<file path="src/rtl/lcd_pkg.sv">
// Shared definitions for the LCD SPI receiver.
//   - Opcodes of the display commands that the decoder acts on.
//   - Decoder FSM state encoding (also exported on the debug port).
//   - cmd_next_state(): maps a command byte to the decoder state that
//     interprets the data bytes following it.
package lcd_pkg;

  localparam logic [7:0] op_nop   = 8'h00;
  localparam logic [7:0] op_caset = 8'h2A;
  localparam logic [7:0] op_raset = 8'h2B;
  localparam logic [7:0] op_ramwr = 8'h2C;

  typedef enum logic [2:0] {
    st_idle  = 3'd0,
    st_args  = 3'd1,
    st_caset = 3'd2,
    st_raset = 3'd3,
    st_ramwr = 3'd4
  } lcd_state_t;

  function automatic lcd_state_t cmd_next_state(input logic [7:0] op);
    case (op)
      op_caset: cmd_next_state = st_caset;
      op_raset: cmd_next_state = st_raset;
      op_ramwr: cmd_next_state = st_ramwr;
      default:  cmd_next_state = st_args;
    endcase
  endfunction

endpackage

</file>
<file path="src/rtl/spi_byte_rx.sv">
// SPI byte receiver (display side, mode 3: clock idles high, sample on rise).
// All five pins are brought into clk_spi through 2-flop synchronizers. A
// rising edge of the synchronized clock while csn is low shifts mosi in,
// MSB first. The 8th sampled bit completes a byte; byte_valid is a
// combinational strobe in the cycle that edge is detected, with byte_data
// and byte_dc (dc captured at that same edge) valid alongside it.
//
// Ports:
//   clk_spi, reset        : system clock, synchronous active-high reset
//   spi_csn/clk/mosi/dc/resn : asynchronous SPI pins
//   core_reset            : reset for everything past the synchronizers
//                           (reset or synchronized spi_resn low)
//   byte_valid/byte_data/byte_dc : completed byte
module spi_byte_rx (
  input  logic       clk_spi,
  input  logic       reset,
  input  logic       spi_csn,
  input  logic       spi_clk,
  input  logic       spi_mosi,
  input  logic       spi_dc,
  input  logic       spi_resn,
  output logic       core_reset,
  output logic       byte_valid,
  output logic [7:0] byte_data,
  output logic       byte_dc
);

  logic [1:0] csn_ff, sck_ff, mosi_ff, dc_ff, resn_ff;
  logic       csn_s, sck_s, mosi_s, dc_s;
  logic       sck_prev;
  logic [2:0] bit_cnt;
  logic [6:0] shreg;
  logic       sample;

  // Synchronizers: only the system reset touches these. resn starts low so
  // the core stays in reset until the real pin level has propagated.
  always_ff @(posedge clk_spi) begin
    if (reset) begin
      csn_ff  <= 2'b11;
      sck_ff  <= 2'b11;
      mosi_ff <= 2'b00;
      dc_ff   <= 2'b00;
      resn_ff <= 2'b00;
    end else begin
      csn_ff  <= {csn_ff[0], spi_csn};
      sck_ff  <= {sck_ff[0], spi_clk};
      mosi_ff <= {mosi_ff[0], spi_mosi};
      dc_ff   <= {dc_ff[0], spi_dc};
      resn_ff <= {resn_ff[0], spi_resn};
    end
  end

  assign csn_s      = csn_ff[1];
  assign sck_s      = sck_ff[1];
  assign mosi_s     = mosi_ff[1];
  assign dc_s       = dc_ff[1];
  assign core_reset = reset | ~resn_ff[1];

  assign sample = sck_s & ~sck_prev & ~csn_s;

  // sck_prev resets high (idle level) so leaving reset never looks like a rise.
  always_ff @(posedge clk_spi) begin
    if (core_reset) begin
      sck_prev <= 1'b1;
      bit_cnt  <= 3'd0;
      shreg    <= 7'd0;
    end else begin
      sck_prev <= sck_s;
      if (csn_s) begin
        bit_cnt <= 3'd0;
      end else if (sample) begin
        shreg   <= {shreg[5:0], mosi_s};
        bit_cnt <= bit_cnt + 3'd1;
      end
    end
  end

  assign byte_valid = sample & (bit_cnt == 3'd7) & ~core_reset;
  assign byte_data  = {shreg, mosi_s};
  assign byte_dc    = dc_s;

endmodule

</file>
<file path="src/rtl/spi_lcd_rx.sv">
// LCD SPI command decoder. Receives bytes from spi_byte_rx and interprets
// them like a simple display controller:
//   - dc=0 bytes are commands (cmd_valid/cmd); CASET/RASET/RAMWR select
//     special decoder states, any other command selects ARGS.
//   - dc=1 bytes outside RAMWR are arguments (arg_valid/arg); in CASET and
//     RASET the first four load the column/row window.
//   - dc=1 bytes in RAMWR are pixel data; each full pixel pulses px_we at
//     the cursor, which raster-scans the window. frame_end accompanies the
//     pixel that wraps the window.
// All strobes are registered: they appear one clk_spi cycle after the
// completing SPI edge is detected.
//
// Ports: clk_spi, reset (sync, active-high), SPI pins, the output strobes
// listed above, and dbg_state (current decoder state).
module spi_lcd_rx
  import lcd_pkg::*;
#(
  parameter int c_x_bits     = 8,
  parameter int c_y_bits     = 8,
  parameter int c_color_bits = 16
) (
  input  logic                    clk_spi,
  input  logic                    reset,
  input  logic                    spi_csn,
  input  logic                    spi_clk,
  input  logic                    spi_mosi,
  input  logic                    spi_dc,
  input  logic                    spi_resn,
  output logic                    cmd_valid,
  output logic [7:0]              cmd,
  output logic                    arg_valid,
  output logic [7:0]              arg,
  output logic                    px_we,
  output logic [c_x_bits-1:0]     px_x,
  output logic [c_y_bits-1:0]     px_y,
  output logic [c_color_bits-1:0] px_color,
  output logic                    frame_end,
  output lcd_state_t              dbg_state
);

  localparam bit color16 = (c_color_bits == 16);

  logic       core_reset;
  logic       byte_valid;
  logic [7:0] byte_data;
  logic       byte_dc;

  spi_byte_rx u_byte_rx (
    .clk_spi    (clk_spi),
    .reset      (reset),
    .spi_csn    (spi_csn),
    .spi_clk    (spi_clk),
    .spi_mosi   (spi_mosi),
    .spi_dc     (spi_dc),
    .spi_resn   (spi_resn),
    .core_reset (core_reset),
    .byte_valid (byte_valid),
    .byte_data  (byte_data),
    .byte_dc    (byte_dc)
  );

  lcd_state_t              state_q, state_n;
  logic [2:0]              arg_idx_q, arg_idx_n;   // saturates at 4
  logic [7:0]              hi_q, hi_n;             // pending high address byte
  logic [c_x_bits-1:0]     xs_q, xs_n, xe_q, xe_n, cur_x_q, cur_x_n;
  logic [c_y_bits-1:0]     ys_q, ys_n, ye_q, ye_n, cur_y_q, cur_y_n;
  logic                    phase_q, phase_n;       // 1: high colour byte held
  logic [7:0]              color_hi_q, color_hi_n;
  logic                    cmd_valid_n, arg_valid_n, px_we_n, frame_end_n;
  logic [7:0]              cmd_n, arg_n;
  logic [c_x_bits-1:0]     px_x_n;
  logic [c_y_bits-1:0]     px_y_n;
  logic [c_color_bits-1:0] px_color_n;
  logic [15:0]             addr_pair;
  logic [15:0]             color_word;

  assign addr_pair  = {hi_q, byte_data};
  assign color_word = color16 ? {color_hi_q, byte_data} : {8'h00, byte_data};
  assign dbg_state  = state_q;

  always_ff @(posedge clk_spi) begin
    if (core_reset) begin
      state_q    <= st_idle;
      arg_idx_q  <= 3'd0;
      hi_q       <= 8'd0;
      xs_q       <= '0;
      xe_q       <= '1;
      ys_q       <= '0;
      ye_q       <= '1;
      cur_x_q    <= '0;
      cur_y_q    <= '0;
      phase_q    <= 1'b0;
      color_hi_q <= 8'd0;
      cmd_valid  <= 1'b0;
      cmd        <= 8'd0;
      arg_valid  <= 1'b0;
      arg        <= 8'd0;
      px_we      <= 1'b0;
      px_x       <= '0;
      px_y       <= '0;
      px_color   <= '0;
      frame_end  <= 1'b0;
    end else begin
      state_q    <= state_n;
      arg_idx_q  <= arg_idx_n;
      hi_q       <= hi_n;
      xs_q       <= xs_n;
      xe_q       <= xe_n;
      ys_q       <= ys_n;
      ye_q       <= ye_n;
      cur_x_q    <= cur_x_n;
      cur_y_q    <= cur_y_n;
      phase_q    <= phase_n;
      color_hi_q <= color_hi_n;
      cmd_valid  <= cmd_valid_n;
      cmd        <= cmd_n;
      arg_valid  <= arg_valid_n;
      arg        <= arg_n;
      px_we      <= px_we_n;
      px_x       <= px_x_n;
      px_y       <= px_y_n;
      px_color   <= px_color_n;
      frame_end  <= frame_end_n;
    end
  end

  always_comb begin
    state_n     = state_q;
    arg_idx_n   = arg_idx_q;
    hi_n        = hi_q;
    xs_n        = xs_q;
    xe_n        = xe_q;
    ys_n        = ys_q;
    ye_n        = ye_q;
    cur_x_n     = cur_x_q;
    cur_y_n     = cur_y_q;
    phase_n     = phase_q;
    color_hi_n  = color_hi_q;
    cmd_valid_n = 1'b0;
    cmd_n       = cmd;
    arg_valid_n = 1'b0;
    arg_n       = arg;
    px_we_n     = 1'b0;
    px_x_n      = px_x;
    px_y_n      = px_y;
    px_color_n  = px_color;
    frame_end_n = 1'b0;

    if (byte_valid) begin
      if (!byte_dc) begin
        // Any command ends the previous one; a half-received pixel is dropped.
        cmd_valid_n = 1'b1;
        cmd_n       = byte_data;
        state_n     = cmd_next_state(byte_data);
        arg_idx_n   = 3'd0;
        phase_n     = 1'b0;
        if (state_n == st_ramwr) begin
          cur_x_n = xs_q;
          cur_y_n = ys_q;
        end
      end else if (state_q == st_ramwr) begin
        if (color16 && !phase_q) begin
          color_hi_n = byte_data;
          phase_n    = 1'b1;
        end else begin
          px_we_n    = 1'b1;
          px_x_n     = cur_x_q;
          px_y_n     = cur_y_q;
          px_color_n = c_color_bits'(color_word);
          phase_n    = 1'b0;
          // xs>xe (or ys>ye) collapses the window to its start column (row).
          if (cur_x_q == xe_q || xs_q > xe_q) begin
            cur_x_n = xs_q;
            if (cur_y_q == ye_q || ys_q > ye_q) begin
              cur_y_n     = ys_q;
              frame_end_n = 1'b1;
            end else begin
              cur_y_n = cur_y_q + c_y_bits'(1);
            end
          end else begin
            cur_x_n = cur_x_q + c_x_bits'(1);
          end
        end
      end else begin
        arg_valid_n = 1'b1;
        arg_n       = byte_data;
        if (arg_idx_q != 3'd4) begin
          arg_idx_n = arg_idx_q + 3'd1;
        end
        if (state_q == st_caset || state_q == st_raset) begin
          case (arg_idx_q)
            3'd0, 3'd2: hi_n = byte_data;
            3'd1: begin
              if (state_q == st_caset) xs_n = c_x_bits'(addr_pair);
              else                     ys_n = c_y_bits'(addr_pair);
            end
            3'd3: begin
              if (state_q == st_caset) xe_n = c_x_bits'(addr_pair);
              else                     ye_n = c_y_bits'(addr_pair);
            end
            default: ;
          endcase
        end
      end
    end
  end

endmodule

</file>
<file path="config.mk">
export PLATFORM = sky130hd
export DESIGN_NAME = spi_lcd_rx
export DESIGN_NICKNAME = d
export VERILOG_FILES = /design/src/rtl/lcd_pkg.sv /design/src/rtl/spi_byte_rx.sv /design/src/rtl/spi_lcd_rx.sv
export SDC_FILE = /design/constraint.sdc
export NUM_CORES = 1
export LEC_CHECK = 0
export ABC_CLOCK_PERIOD_IN_PS = 5880
export CORE_MARGIN = 2
export CORE_UTILIZATION = 45
export CTS_CLUSTER_DIAMETER = 200
export DETAILED_ROUTE_END_ITERATION = 6
export PLACE_DENSITY = 0.66
export SYNTH_ARGS = -nofsm -noshare
export SYNTH_HDL_FRONTEND = slang
export SYNTH_SLANG_ARGS = --single-unit
</file>
<file path="constraint.sdc">
create_clock -name clk_spi -period 5.88 [get_ports clk_spi]
set_clock_uncertainty 0.2 [all_clocks]
set_input_delay 0.882 -clock clk_spi [delete_from_list [all_inputs] [get_ports clk_spi]]
set_output_delay 0.882 -clock clk_spi [all_outputs]
set_load 0.1 [all_outputs]
</file>
# == Word-level counts from Yosys, hierarchy flattened ==
# Index checks and enable logic that the tools add are counted.
# Widths: inputs -> output; s select.
# totals
reg_bits,136
in_bits,7
out_inout_bits,55
word_cells,112
# classes
n_addsub,4
magnitude_cmp,2
eq_ne,18
muxes,24
bitwise_logic,15
n_reduce_logical,22
# ops
operator,count
$mux 8,11
$eq 8x6->1 const B,3
$reduce_and 6->1,4
$add 8x1->8 const B,2
$eq 8x8->1,2
$gt 8x8->1,2
$mux 3,5
$reduce_and 4->1,3
$ne 2x2->1 const B,5
$not 1->1,10
$eq 3x2->1 const B,3
$eq 3x3->1 const B,3
$pmux 3 s3,1
$mux 1,7
$add 3x1->3 const B,2
$reduce_and 2->1,3
$reduce_and 3->1,2
$reduce_or 6->1,1
$reduce_and 5->1,1
$and 1x1->1,4
$reduce_or 2->1,2
$reduce_or 4->1,1
$eq 3x1->1 const B,1
$logic_or 1x1->1,3
other kinds (4),4

# == Longest topological paths before layout ==
# depth
ltp_word,9
mapped_depth,10
depth_no_buf,8

# == Modules after synthesis ==
# Synthesis repeated with hierarchy kept, for this count alone.
# unflattened
cells_unflattened,687
hier_area_um2,5977.0
# modules_own_cells
module,instances,cells_per_inst,area_per_inst_um2,seq_area_each_um2
spi_lcd_rx,1,616,5252.5,2302.2
spi_byte_rx,1,71,724.4,420.4

# == Worst setup path before layout ==
# No wires, ideal clock.
# synth_path
path_kind,input to register
start,input reset
end,register cur_y_q[1]
setup_time_ns,0.116
arrival_time_ns,2.350
required_ns,5.564
slack_ns,3.214
stages,7
path_buffers,1
cell_sequence,or3b_4 -> and4bb_1 -> and3_1 -> a21oi_1 -> or2_1 -> buf_2 -> o211a_1
# synth_between
elab_chain_cells,4
# synth_lines
element,line,text
"start, declared",spi_lcd_rx.sv:23,"input logic reset,"
$or 1x1->1 (*),spi_byte_rx.sv:57,assign core_reset = reset | ~resn_ff[1];
$not 1->1,spi_byte_rx.sv:78,assign byte_valid = sample & (bit_cnt == 3'd7) & ~core_reset;
$and 1x1->1,spi_byte_rx.sv:78,
$reduce_and 5->1 (no source line),-,
"end signal, assigned",spi_lcd_rx.sv:112,cur_y_q <= cur_y_n;
"end, declared",spi_lcd_rx.sv:66,"logic [c_y_bits-1:0] ys_q, ys_n, ye_q, ye_n, cur_y_q, cur_y_n;"
# Every way passes the cells marked *; elsewhere a longest branch is shown, timed or not.
# A chain may end at the register's enable or synchronous reset.

# == Final worst setup path ==
# layout_path
start,input reset
end,register px_x[1]
# layout_between
elab_chain_cells,4
# layout_lines
element,line,text
$or 1x1->1 (*),spi_byte_rx.sv:57,
$not 1->1,spi_byte_rx.sv:78,
$and 1x1->1,spi_byte_rx.sv:78,
$reduce_and 4->1 (no source line),-,
"end signal, assigned",spi_lcd_rx.sv:120,px_x <= px_x_n;
"end, declared",spi_lcd_rx.sv:34,"output logic [c_x_bits-1:0] px_x,"
# Marked as above.

==> flow_metrics.py <==
metrics = {
    "sta": {
        "whs_ps": 207,
        "period_needed_ps": 3630,
        "max_slew_margin_pct": 17.1,
        "worst_slew_pin_slew_ps": 1240,
        "finalMaxSlewViolations": 0,
        "grt_setup_unrepaired": "false",
        "setup_violations": 0,
        "max_freq_ghz": 0.275,
        "period_share_pct": 61.8,
        "finalSetupTns_ps": 0,
        "finalHoldViolCount": 0,
    },
    "outcome": {
        "status": "completed",
    },
    "placed_design": {
        "gp_congestion": 0.823,
        "dp_hpwl_um": 9410,
        "portBuffers": 61,
        "place_area_um2": 6620,
        "place_inst": 879,
    },
    "detailed_routing": {
        "routed_via_density": 5.25,
        "dr.pass1.iters": 5,
        "met1_length_um": 6300,
        "drt_iter0_drc": 220,
        "ant_nets": 0,
        "wl_met2_um": 6350,
        "wl_per_cell_um": 14.9,
        "met3WireLength_um": 706,
        "drc": 0,
        "drt-total-wl_um": 13600,
        "vias": 4787,
        "highest-signal-layer": "met4",
    },
    "global_routing": {
        "grt_pass1_vias": 4664,
        "overflow": 0,
        "grtUsageTotal_pct": 20.1,
        "grt_max_degree": 56,
        "grt_antenna_before_repair": 0,
        "grt_pass1_wl_um": 22700,
    },
    "clocking": {
        "clock_latency_ps": 420,
        "cts_setup_buffers": 0,
        "clkTransAtPathRegs_ps": 50,
        "cts_tree": "built",
        "ctsResizeCount": 0,
        "htreeDepth": 4,
        "clock_sinks": 136,
        "cts_made_buffers": 17,
        "cts_root_buf": "clkbuf_16",
        "postCtsHoldBufs": 0,
        "max-clock-path-buffers": 2,
    },
    "hold_path": {
        "worstHoldPathType": "flip-flop to flip-flop",
        "hp-start": "u_byte_rx.sck_ff[0]",
    },
    "synthesis": {
        "avgSynthCellArea_um2": 8.69,
        "syn-num-nets": 717,
        "synth_cells": 686,
        "ys_ff_latch": 136,
        "yosys_warnings": 0,
        "synth_area_um2": 5960,
        "synth_cell_types": 52,
        "ys_seq_area_share_pct": 45.6,
    },
    "floorplan": {
        "die_x_um": 119,
        "initial_core_util_pct": 45.6,
        "fp-row-count": 42,
        "io_pins": 62,
        "core_area_um2": 13100,
        "dieArea_um2": 14200,
        "die_y_um": 119,
    },
    "critical_path": {
        "reg2reg_slack_ps": 2790,
        "startpoint": "reset",
        "endpoint_kind": "flip-flop",
        "worst_ep_required_time_ps": 6020,
        "worstReg2RegStart": "xe_q[5]",
        "path_max_fanout": 34,
        "cp.arrival_ps": 3770,
        "path_class": "input port to flip-flop",
        "worstSetupStartpointType": "input port",
    },
    "flow_run": {
        "drv_cap": 0,
    },
    "final_layout": {
        "drive_gt1_share_pct": 7.62,
        "layout_common_cells": "136 x dfxtp_1, 134 x nand2_1, 67 x a21oi_1, 61 x clkdlybuf4s50_1, 60 x nor2_1",
        "final_util_pct": 55.3,
        "fin_nets": 753,
        "final_common_cell": "dfxtp_1",
        "final_cells": 911,
        "n_antenna_cell": 0,
        "design_area_um2": 7240,
        "syn2layout_area_growth_pct": 21.3,
    },
    "pwr": {
        "power_density_nw_per_um2": 282,
        "vdd_drop_max_mv": 0.171,
        "leakage_nw": 2.73,
    },
}
[report_power, final]
part / internal, W / total (W) / switching, W
Sequential: 0.000925 / 0.000928 / 0.00000288
Clock: 0.000681 / 0.00109 / 0.000409
Combinational: 0.00000931 / 0.0000218 / 0.0000125
[per-stage QoR]
step	worst slack [ps]	power [W]
floorplan	3210	0.000962
global placement	1910	0.000969
detailed placement	1760	0.000970
CTS	2220	0.00205
global route	1900	0.00210
finish	2250	0.00204
[Yosys cell counts, drive strengths merged]
cell / instances / area [µm²]
clkbuf: 32 / 120
nand3: 7 / 40.0
xnor2: 17 / 149
or4: 1 / 7.51
and4b: 3 / 30.0
o21bai: 2 / 15.0
or2: 9 / 56.3
o22ai: 12 / 75.1
nand2: 134 / 503
a21oi: 68 / 344
mux2i: 55 / 551
nand2b: 5 / 31.3
or3b: 1 / 11.3
or3: 2 / 12.5
nand4: 9 / 68.8
and2: 2 / 12.5
nor3b: 2 / 26.3
a22oi: 1 / 7.51
nor2b: 14 / 87.6
nand3b: 2 / 15.0
a31oi: 2 / 12.5
a211oi: 9 / 67.6
and4: 1 / 8.76
inv: 25 / 93.8
o211ai: 8 / 60.1
dfxtp: 136 / 2720
and3: 1 / 6.26
nand4b: 1 / 8.76
and4bb: 1 / 12.5
or4b: 1 / 10.0
o211a: 1 / 10.0
a21o: 3 / 22.5
ha: 24 / 300
xor2: 1 / 8.76
o21ai: 7 / 35.0
nand4bb: 2 / 22.5
a221oi: 1 / 15.0
nor4: 1 / 6.26
o31a: 1 / 8.76
nor2: 60 / 225
mux2: 1 / 11.3
nor3: 4 / 20.0
buf: 16 / 88.8
nor4b: 1 / 23.8
[final timing paths]
path                               to  cells after the start
setup / recovery              px_x[1]                     10
hold / removal    u_byte_rx.sck_ff[1]                      1
setup reg to reg           cur_y_q[4]                      8
hold reg to reg   u_byte_rx.sck_ff[1]                      1
[critical path, cell delays in order]
cell and delay (ps):
clkdlybuf4s50_1 600, nor2b_2 180, buf_4 350, and4b_1 320, and2_1 320, nand3_2 100, buf_4 260, inv_2 460
nand2_1 120, a21oi_1 140
[sequential cells by signal (all words and copies together) (netlist names), 2 cells and up]
register	cells
arg	8
arg_idx_q	3
cmd	8
color_hi_q	8
cur_x_q	8
cur_y_q	8
dbg_state	3
px_color	16
px_x	8
px_y	8
u_byte_rx.bit_cnt	3
u_byte_rx.csn_ff	2
u_byte_rx.dc_ff	2
u_byte_rx.mosi_ff	2
u_byte_rx.resn_ff	2
u_byte_rx.sck_ff	2
u_byte_rx.shreg	7
xe_q	8
xs_q	8
ye_q	8
ys_q	8
[layout make-up]
| type | count | area (µm²) |
|---|---|---|
| clock buffers | 19 | 443 |
| clock inverters | 13 | 173 |
| fillers | 1165 | 5850 |
| inverters | 25 | 93.8 |
| multi-input cells | 477 | 2940 |
| flip-flops and latches | 136 | 2720 |
| well taps | 176 | 220 |
| repair buffers | 65 | 641 |
[per-layer routing]
layer / up-vias / track usage [%]
met1: 2275 / 25.6
met5: - / 0
met4: 0 / 8.56
met3: 26 / 5.17
li1: 2387 / -
met2: 99 / 32.1
[cell families after synthesis]
kind of cell,count (synthesis),share of synthesized area (%)
compound gates,115,11.3
xor+xnor,18,2.64
fa+ha+maj,24,5.03
buf+inv,73,5.08
flops,136,45.6
mux,56,9.42
simple gates,264,20.9
No activity file was read; power rests on OpenSTA's default activity.
